==> config.mk <==
export PLATFORM = sky130hd
export DESIGN_NAME = audio_info_frame_rx
export DESIGN_NICKNAME = d
export VERILOG_FILES = /design/src/rtl/audio_info_frame_rx.sv
export SDC_FILE = /design/constraint.sdc
export NUM_CORES = 1
export LEC_CHECK = 0
export ABC_AREA = 1
export BUFFER_PORTS_ARGS = -buffer_cell sky130_fd_sc_hd__buf_2
export CAP_MARGIN = 20
export CORE_MARGIN = 5
export CORE_UTILIZATION = 39
export CTS_CLUSTER_SIZE = 20
export DETAILED_ROUTE_END_ITERATION = 12
export MAX_ROUTING_LAYER = met4
export REMOVE_ABC_BUFFERS = 1
export SYNTH_ARGS = -nofsm -noshare
export SYNTH_HDL_FRONTEND = slang
export SYNTH_SLANG_ARGS = --single-unit
==> constraint.sdc <==
create_clock -name clk_pixel -period 1.95 [get_ports clk_pixel]
set_input_delay 0.0975 -clock clk_pixel [delete_from_list [all_inputs] [get_ports clk_pixel]]
set_output_delay 0.0975 -clock clk_pixel [all_outputs]
set_load 0.05 [all_outputs]
==> src/rtl/audio_info_frame_rx.sv <==
// Audio InfoFrame (type 0x84) receive parser: validates header and checksum,
// then atomically publishes the decoded audio fields on acceptance.
module audio_info_frame_rx #(
  parameter bit         CHECK_VERSION   = 1'b1,
  parameter logic [4:0] EXPECTED_LENGTH = 5'd10
) (
  input  logic       clk_pixel,
  input  logic       reset_n,
  input  logic       in_valid,
  input  logic       in_start,
  input  logic [7:0] in_data,
  output logic       frame_ok,
  output logic       frame_err,
  output logic [1:0] err_code,
  output logic       info_present,
  output logic [3:0] coding_type,
  output logic [2:0] channel_count,
  output logic [2:0] sampling_frequency,
  output logic [1:0] sample_size,
  output logic [7:0] channel_allocation,
  output logic       down_mix_inhibited,
  output logic [3:0] level_shift_value,
  output logic [1:0] lfe_playback_level
);

  typedef enum logic [1:0] {IDLE, HDR, BODY, SKIP} state_t;

  localparam logic [4:0] LAST_IDX = 5'd30;

  state_t     state, state_nxt;
  logic [4:0] idx, idx_nxt;
  logic [7:0] sum, sum_nxt;
  logic       hdr_bad, hdr_bad_nxt;
  logic       ok_nxt, err_nxt;
  logic [1:0] code_nxt;

  logic [7:0] sum_add;
  logic [4:0] pb_idx;
  logic       cap_pb1, cap_pb2, cap_pb4, cap_pb5;

  // Shadow copies hold only the bits that are eventually published.
  logic [6:0] sh_pb1;
  logic [4:0] sh_pb2;
  logic [7:0] sh_pb4;
  logic [6:0] sh_pb5;

  assign sum_add = sum + in_data;
  assign pb_idx  = idx - 5'd3;

  always_comb begin
    state_nxt   = state;
    idx_nxt     = idx;
    sum_nxt     = sum;
    hdr_bad_nxt = hdr_bad;
    ok_nxt      = 1'b0;
    err_nxt     = 1'b0;
    code_nxt    = err_code;
    cap_pb1     = 1'b0;
    cap_pb2     = 1'b0;
    cap_pb4     = 1'b0;
    cap_pb5     = 1'b0;

    if (in_valid) begin
      if (in_start) begin
        // An interrupted Audio InfoFrame is reported; the start byte is then
        // handled as a fresh packet in the same cycle.
        if (state == HDR || state == BODY) begin
          err_nxt  = 1'b1;
          code_nxt = 2'd3;
        end
        state_nxt   = (in_data == 8'h84) ? HDR : SKIP;
        idx_nxt     = 5'd1;
        sum_nxt     = in_data;
        hdr_bad_nxt = 1'b0;
      end else begin
        unique case (state)
          IDLE: ;
          HDR: begin
            sum_nxt = sum_add;
            idx_nxt = idx + 5'd1;
            if (idx == 5'd1 && CHECK_VERSION && in_data != 8'h01)
              hdr_bad_nxt = 1'b1;
            if (idx == 5'd2) begin
              if (in_data[4:0] != EXPECTED_LENGTH)
                hdr_bad_nxt = 1'b1;
              state_nxt = BODY;
            end
          end
          BODY: begin
            if (pb_idx <= EXPECTED_LENGTH)
              sum_nxt = sum_add;
            cap_pb1 = (pb_idx == 5'd1);
            cap_pb2 = (pb_idx == 5'd2);
            cap_pb4 = (pb_idx == 5'd4);
            cap_pb5 = (pb_idx == 5'd5);
            if (idx == LAST_IDX) begin
              state_nxt = IDLE;
              idx_nxt   = '0;
              if (hdr_bad) begin
                err_nxt  = 1'b1;
                code_nxt = 2'd1;
              end else if (sum_nxt != 8'h00) begin
                err_nxt  = 1'b1;
                code_nxt = 2'd2;
              end else begin
                ok_nxt   = 1'b1;
                code_nxt = 2'd0;
              end
            end else begin
              idx_nxt = idx + 5'd1;
            end
          end
          SKIP: begin
            if (idx == LAST_IDX) begin
              state_nxt = IDLE;
              idx_nxt   = '0;
            end else begin
              idx_nxt = idx + 5'd1;
            end
          end
          default: state_nxt = IDLE;
        endcase
      end
    end
  end

  always_ff @(posedge clk_pixel or negedge reset_n) begin
    if (!reset_n) begin
      state     <= IDLE;
      idx       <= '0;
      sum       <= '0;
      hdr_bad   <= 1'b0;
      frame_ok  <= 1'b0;
      frame_err <= 1'b0;
      err_code  <= '0;
    end else begin
      state     <= state_nxt;
      idx       <= idx_nxt;
      sum       <= sum_nxt;
      hdr_bad   <= hdr_bad_nxt;
      frame_ok  <= ok_nxt;
      frame_err <= err_nxt;
      err_code  <= code_nxt;
    end
  end

  always_ff @(posedge clk_pixel or negedge reset_n) begin
    if (!reset_n) begin
      sh_pb1 <= '0;
      sh_pb2 <= '0;
      sh_pb4 <= '0;
      sh_pb5 <= '0;
    end else begin
      if (cap_pb1) sh_pb1 <= {in_data[7:4], in_data[2:0]};
      if (cap_pb2) sh_pb2 <= in_data[4:0];
      if (cap_pb4) sh_pb4 <= in_data;
      if (cap_pb5) sh_pb5 <= {in_data[7:3], in_data[1:0]};
    end
  end

  always_ff @(posedge clk_pixel or negedge reset_n) begin
    if (!reset_n) begin
      info_present       <= 1'b0;
      coding_type        <= '0;
      channel_count      <= '0;
      sampling_frequency <= '0;
      sample_size        <= '0;
      channel_allocation <= '0;
      down_mix_inhibited <= 1'b0;
      level_shift_value  <= '0;
      lfe_playback_level <= '0;
    end else if (ok_nxt) begin
      info_present       <= 1'b1;
      coding_type        <= sh_pb1[6:3];
      channel_count      <= sh_pb1[2:0];
      sampling_frequency <= sh_pb2[4:2];
      sample_size        <= sh_pb2[1:0];
      channel_allocation <= sh_pb4;
      down_mix_inhibited <= sh_pb5[6];
      level_shift_value  <= sh_pb5[5:2];
      lfe_playback_level <= sh_pb5[1:0];
    end
  end

endmodule
# After elaboration in Yosys (flattened, before gate mapping)
# Index checks and enable logic that the tools add are counted.
# classes
bitwise	0
addsub	3
n_eq_ne	16
reduce_logical	14
n_mul	0
shifts	0
n_lt_le_gt_ge	1
div_mod_pow	0
mux	50
# op_table
op	n
8-bit two-way mux	5
1-bit two-way mux	30
2-bit two-way mux	10
8-bit one-hot mux with 2 select lines	1
5-bit by 1-bit equality test with 1-bit output (second input constant)	2
5-bit by 2-bit equality test with 1-bit output (second input constant)	2
5-bit by 3-bit equality test with 1-bit output (second input constant)	2
5-bit two-way mux	2
5-bit one-hot mux with 2 select lines	1
8-bit adder	1
8-bit equality test (second input constant)	1
8-bit by 1-bit != test with 1-bit output (second input constant)	1
4-bit AND reduction	2
8-bit nonzero test	1
2-bit AND reduction	3
2-bit nonzero test	3
3-bit nonzero test	2
5-bit by 1-bit adder with 5-bit output (second input constant)	1
5-bit equality test (second input constant)	1
5-bit by 4-bit less-or-equal comparator with 1-bit output (second input constant)	1
5-bit by 4-bit != test with 1-bit output (second input constant)	1
5-bit by 2-bit subtractor with 5-bit output (second input constant)	1
2-bit equality test (second input constant)	2
2-bit one-hot mux with 2 select lines	1
other kinds (7)	7
# word_totals
memories	0
register_bits	75
in_bits	12
wordCells	104
ram_bits	0
out_inout_bits	32
romBits	0
latchBits	0

# Longest topological paths before layout
# depth
word_depth	13
depth_mapped	17
ltp_nobuf	17

# Worst setup path before layout
# No wires, ideal clock.
# synth_timing
path_type	reg-to-reg
start	reg sum[0]
end	reg channel_count[2]
required_ns	1.832
stages_incl_launch_ff	18
period_less_slack_ns	2.145
path_slack_ns	-0.195
path_buffers	2
setup_time_ns	0.118
arrival_time_ns	2.027
cell_sequence	dfrtp_1 > ha_1 > inv_1 > fa_1 > inv_1 > nand2_1 > nand2_1 > nand2_1 > nand2_1 > nand3_1 > nand2_1 > nand3_1 > nor2_2 > nand4_1 > buf_2 > buf_6 > nand2_1 > nand2_1
# synth_between
elab_chain_cells	12
# synth_lines
element	line_no	source
start: declaration	32	logic [7:0] sum, sum_nxt;
start signal: assignment	139	sum <= sum_nxt;
8-bit adder	47	assign sum_add = sum + in_data;
8-bit two-way mux (*)	90	if (pb_idx <= EXPECTED_LENGTH)
8-bit two-way mux (*)	76	unique case (state)
8-bit two-way mux (*)	64	if (in_start) begin
8-bit two-way mux (*)	63	if (in_valid) begin
8-bit nonzero test (*)	102	end else if (sum_nxt != 8'h00) begin
1-bit two-way mux (*)	102	
1-bit two-way mux (*)	99	if (hdr_bad) begin
1-bit two-way mux (*)	96	if (idx == LAST_IDX) begin
1-bit two-way mux (*)	76	
1-bit two-way mux (*)	64	
1-bit two-way mux (*)	63	
end signal: assignment	175	channel_count <= sh_pb1[2:0];
end: declaration	17	output logic [2:0] channel_count,
# Every way passes the cells marked *; elsewhere a longest branch is shown, timed or not. The select of a mux whose other input is x is not followed.
# A chain may end at the register's enable or synchronous reset.

# Final worst setup path
# layout_timing
start	reg sum[0]
end	reg channel_count[1]
# Same word-level chain as after synthesis.

==> Implementation_results.wiki <==
{| class="wikitable"
! Metric !! Value
|-
| Run status || finished with violations
|-
| Failing checks || setup timing
|-
| Max-cap violation count || 0
|-
| Die outline width || 112 um
|-
| Net switching share of the total power || 0.439
|-
| Global route total overflow || 0
|-
| Required time at the endpoint of the critical path || 2.25 ns
|-
| Total non-filler cell area in the finished layout || 0.00557 mm2
|-
| Placeable core region || 0.0102 mm2
|-
| Slowest stage cell on the critical path || dfrtp_1
|-
| Starting utilization of the core area || 0.396
|-
| Cell seen most often among critical-path stages || nand2_1
|-
| Via density per instance || 5.07
|-
| Comb pwr share || 0.565
|-
| Antenna Nets Post-Route || 0
|-
| Crit path max-delay family || simple AND/OR/NAND/NOR gates
|-
| Core Rows || 37
|-
| Total DRC errors in the routed layout || 0
|-
| Final Max Tran Viols || 0
|-
| F_max || 438 MHz
|-
| Net switching power figure || 3.26 mW
|-
| Type of element launching the critical path || register
|-
| Sequential share of power || 0.280
|-
| Combined buffer and inverter count along the critical path || 4
|-
| Placed cell count || 733
|-
| Number of instances in the synthesized netlist || 505
|-
| Port-buffer cells || 43
|-
| 1st-pass router iterations || 7
|-
| Post-synth top area cell || dfrtp_1
|-
| Maximum fanout along the worst path || 6
|-
| Final hold violations || 0
|-
| Root buffer selected by CTS || clkbuf_8
|-
| Path category of the worst min-delay check || input pin to register
|-
| Worst vdd ir || 806 uV
|-
| Number of different library cells in the post-synthesis netlist || 34
|-
| Number of placed I/O pins || 44
|-
| Chip height || 112 um
|-
| TNS Setup || -8.59 ns
|-
| # H-tree levels || 3
|-
| Final standard cell count with taps included and fillers excluded || 765
|-
| Share of layout cells above drive strength 1 || 0.370
|-
| Final-layout worst hold slack || 0.0971 ns
|-
| Clock buffers created by TritonCTS || 9
|-
| Total Power || 7.44 mW
|-
| DRC violation total after the first TritonRoute iteration || 261
|-
| CTS clk-pin slew, worst paths || 0.09 ns
|-
| Number of diodes || 0
|-
| Unrepaired setup endpoints after global routing || true
|-
| Cell types occupying the most area after synthesis || dfrtp_1, nand2_1, nand4_1
|-
| Pin count of the biggest net entering global routing || 43
|-
| Final setup vio count || 31
|-
| Vias in the first global route || 3,736
|-
| Power density normalized to cell area || 1340 mW/mm2
|-
| Async S/R FF share, synth || 1.00
|-
| Share of the clock period used by the worst path after layout || 1.17
|-
| Wire length of the first global-routing pass || 18,200 um
|-
| Number of synthesized flops with an enable pin || 0
|-
| Setup slack at placement || -0.318 ns
|-
| Worst Path Class, Setup || register to register
|-
| Sinks on the clock net || 75
|-
| CP cell instances || ha_2, inv_2, fa_2, inv_2, nand3_2, nand4_1, nand2_1, nand2_1, nand2_2, nor2_2, nand2_2, nor2_4, buf_6, buf_6, nand4_1, nand2_1
|-
| Global-route usage over all layers || 0.184
|-
| Prevailing post-synth register cell || dfrtp_1
|-
| Die Footprint || 0.0125 mm2
|-
| Total number of vias || 3,881
|-
| Overall routed net length || 11,700 um
|-
| Number of flip-flops and latches in the synthesized netlist || 75
|-
| Source-to-sink clock delay at the later pin of the worst-skew pair || 0.37 ns
|-
| Transition at the pin with the smallest max-transition slack || 0.537 ns
|-
| Portion of total power attributed to the clock network || 0.155
|-
| Post-synthesis area per instance || 8.03 um2
|-
| Fraction of post-synthesis cell area in the top cell type by area || 0.463
|-
| Leakage power || 2.89 nW
|-
| Element type at the critical path end || register
|-
| Worst clock skew || 0.00990 ns
|-
| Clock tree from TritonCTS || done
|-
| Most common cell in the synthesized netlist || nand2_1
|-
| Internal Power || 4.18 mW
|-
| Area delta synth->final || 37.3%
|-
| Routed length per placed instance || 15.2 um
|-
| Number of warnings issued by yosys || 0
|-
| Sequential element share of the synthesized area || 0.463
|-
| Crit path largest cell delay || 0.36 ns
|-
| Area of the mapped netlist || 0.00406 mm2
|-
| Post-layout min period || 2.28 ns
|-
| Util after Layout || 0.544
|-
| Final GP Congestion || 0.876
|-
| Worst Setup Slack, final || -0.334 ns
|-
| Total half-perimeter wirelength after legalization and detailed placement || 7870 um
|-
| Rel. slew slack || 0.642
|-
| Area after detailed placement || 0.00487 mm2
|-
| Number of nets in the layout || 652
|-
| Maximum clock insertion buffer count || 2
|-
| Synth top cells by count || nand2_1, dfrtp_1, inv_1, nand4_1, nor2_1
|-
| Initial antenna violation count || 0
|-
| Worst Path Arrival || 2.59 ns
|}
## final cells by class
class                   count  area (um2)
fillers                   961        4660
well taps                 136         170
multi-input cells         357        2190
flip-flops and latches     75        1880
inverters                  55         214
clock buffers               9         124
repair buffers            126         935
clock inverters             7        60.1
## power groups by stage
stage / registers [mW] / logic (mW) / clock network [mW]
global placement: 2.06 / 3.24 / 0
floorplan: 2.11 / 1.89 / 0
global route: 2.12 / 4.57 / 1.25
detailed placement: 2.08 / 3.29 / 0
finish: 2.08 / 4.20 / 1.15
CTS: 2.07 / 3.81 / 1.18
## sequential cells by signal, summed over array words and instances, names as in the netlist
name	count
level_shift_value	4
channel_count	3
lfe_playback_level	2
frame_ok	1
sample_size	2
sh_pb1	7
sh_pb5	7
idx	5
sampling_frequency	3
hdr_bad	1
frame_err	1
sum	8
coding_type	4
state	2
down_mix_inhibited	1
sh_pb4	8
err_code	2
sh_pb2	5
info_present	1
channel_allocation	8
## layout by cell type, fill, tap and decap left out, types with 2 or more instances in the layout
cell / instances
nand3b_1: 2
a21oi_2: 4
clkbuf_8: 9
nor2_2: 6
nand2_1: 136
dfrtp_1: 74
buf_2: 42
ha_1: 6
ha_4: 8
inv_2: 9
mux2_2: 2
o21ai_0: 20
clkinvlp_4: 2
a22oi_1: 4
nand3_2: 10
inv_8: 2
nor2_4: 5
nand4_1: 32
nand3_1: 13
a221oi_1: 2
nand3_4: 2
a32oi_1: 3
nor4_1: 2
o22ai_1: 3
a21oi_1: 23
inv_1: 44
nand2_2: 28
nand2_4: 2
o21ai_1: 2
inv_6: 3
buf_4: 67
buf_12: 2
buf_6: 11
xor2_1: 2
nor2_1: 25
o21ai_2: 3
## worst reg2reg max path: cells and delay by family, from the launching register on
kind / cells / cell delay, ns
AND/OR/NAND/NOR: 10 / 0.97
adder cells (fa/ha/maj): 2 / 0.55
flip-flops: 1 / 0.36
buffers and inverters: 4 / 0.34
## logic make-up after synthesis
| kind of cell | synth area share |
|---|---|
| mux | 0.00833 |
| flops | 0.463 |
| buf+inv | 0.0784 |
| xor+xnor | 0.00864 |
| fa+ha+maj | 0.0512 |
| simple gates | 0.297 |
| compound gates | 0.0935 |
## per-layer routing
layer	share of wire	track usage	vias to the layer above
met4	0.0082	0.0417	0
met5	0	-	-
met3	0.056	0.0391	11
met1	0.44	0.238	1848
met2	0.50	0.300	120
li1	-	-	1902
## timing repair
| action | CTS | global route |
|---|---|---|
| hold buffers | 1 | 0 |
| gates cloned | 2 | 3 |
| buffers inserted | 10 | 7 |
| endpoints found under the setup margin | 59 | 65 |
| pin swaps | 10 | 27 |
| gates resized for setup | 41 | 58 |
| endpoints found under the hold margin | 39 | 0 |
## path summary, 6_finish.rpt
check,startpoint,endpoint,slack [ns],cells past startpoint
min in group asynchronous,reset_n,coding_type[0],0.26,2
max in group asynchronous,reset_n,idx[0],1.07,3
worst max-delay path,sum[0],channel_count[1],-0.33,16
worst min register to register,info_present,info_present,0.47,2
worst min-delay path,in_valid,state[0],0.1,3
worst max register to register,sum[0],channel_count[1],-0.33,16
(Power assumes the default switching activity.)
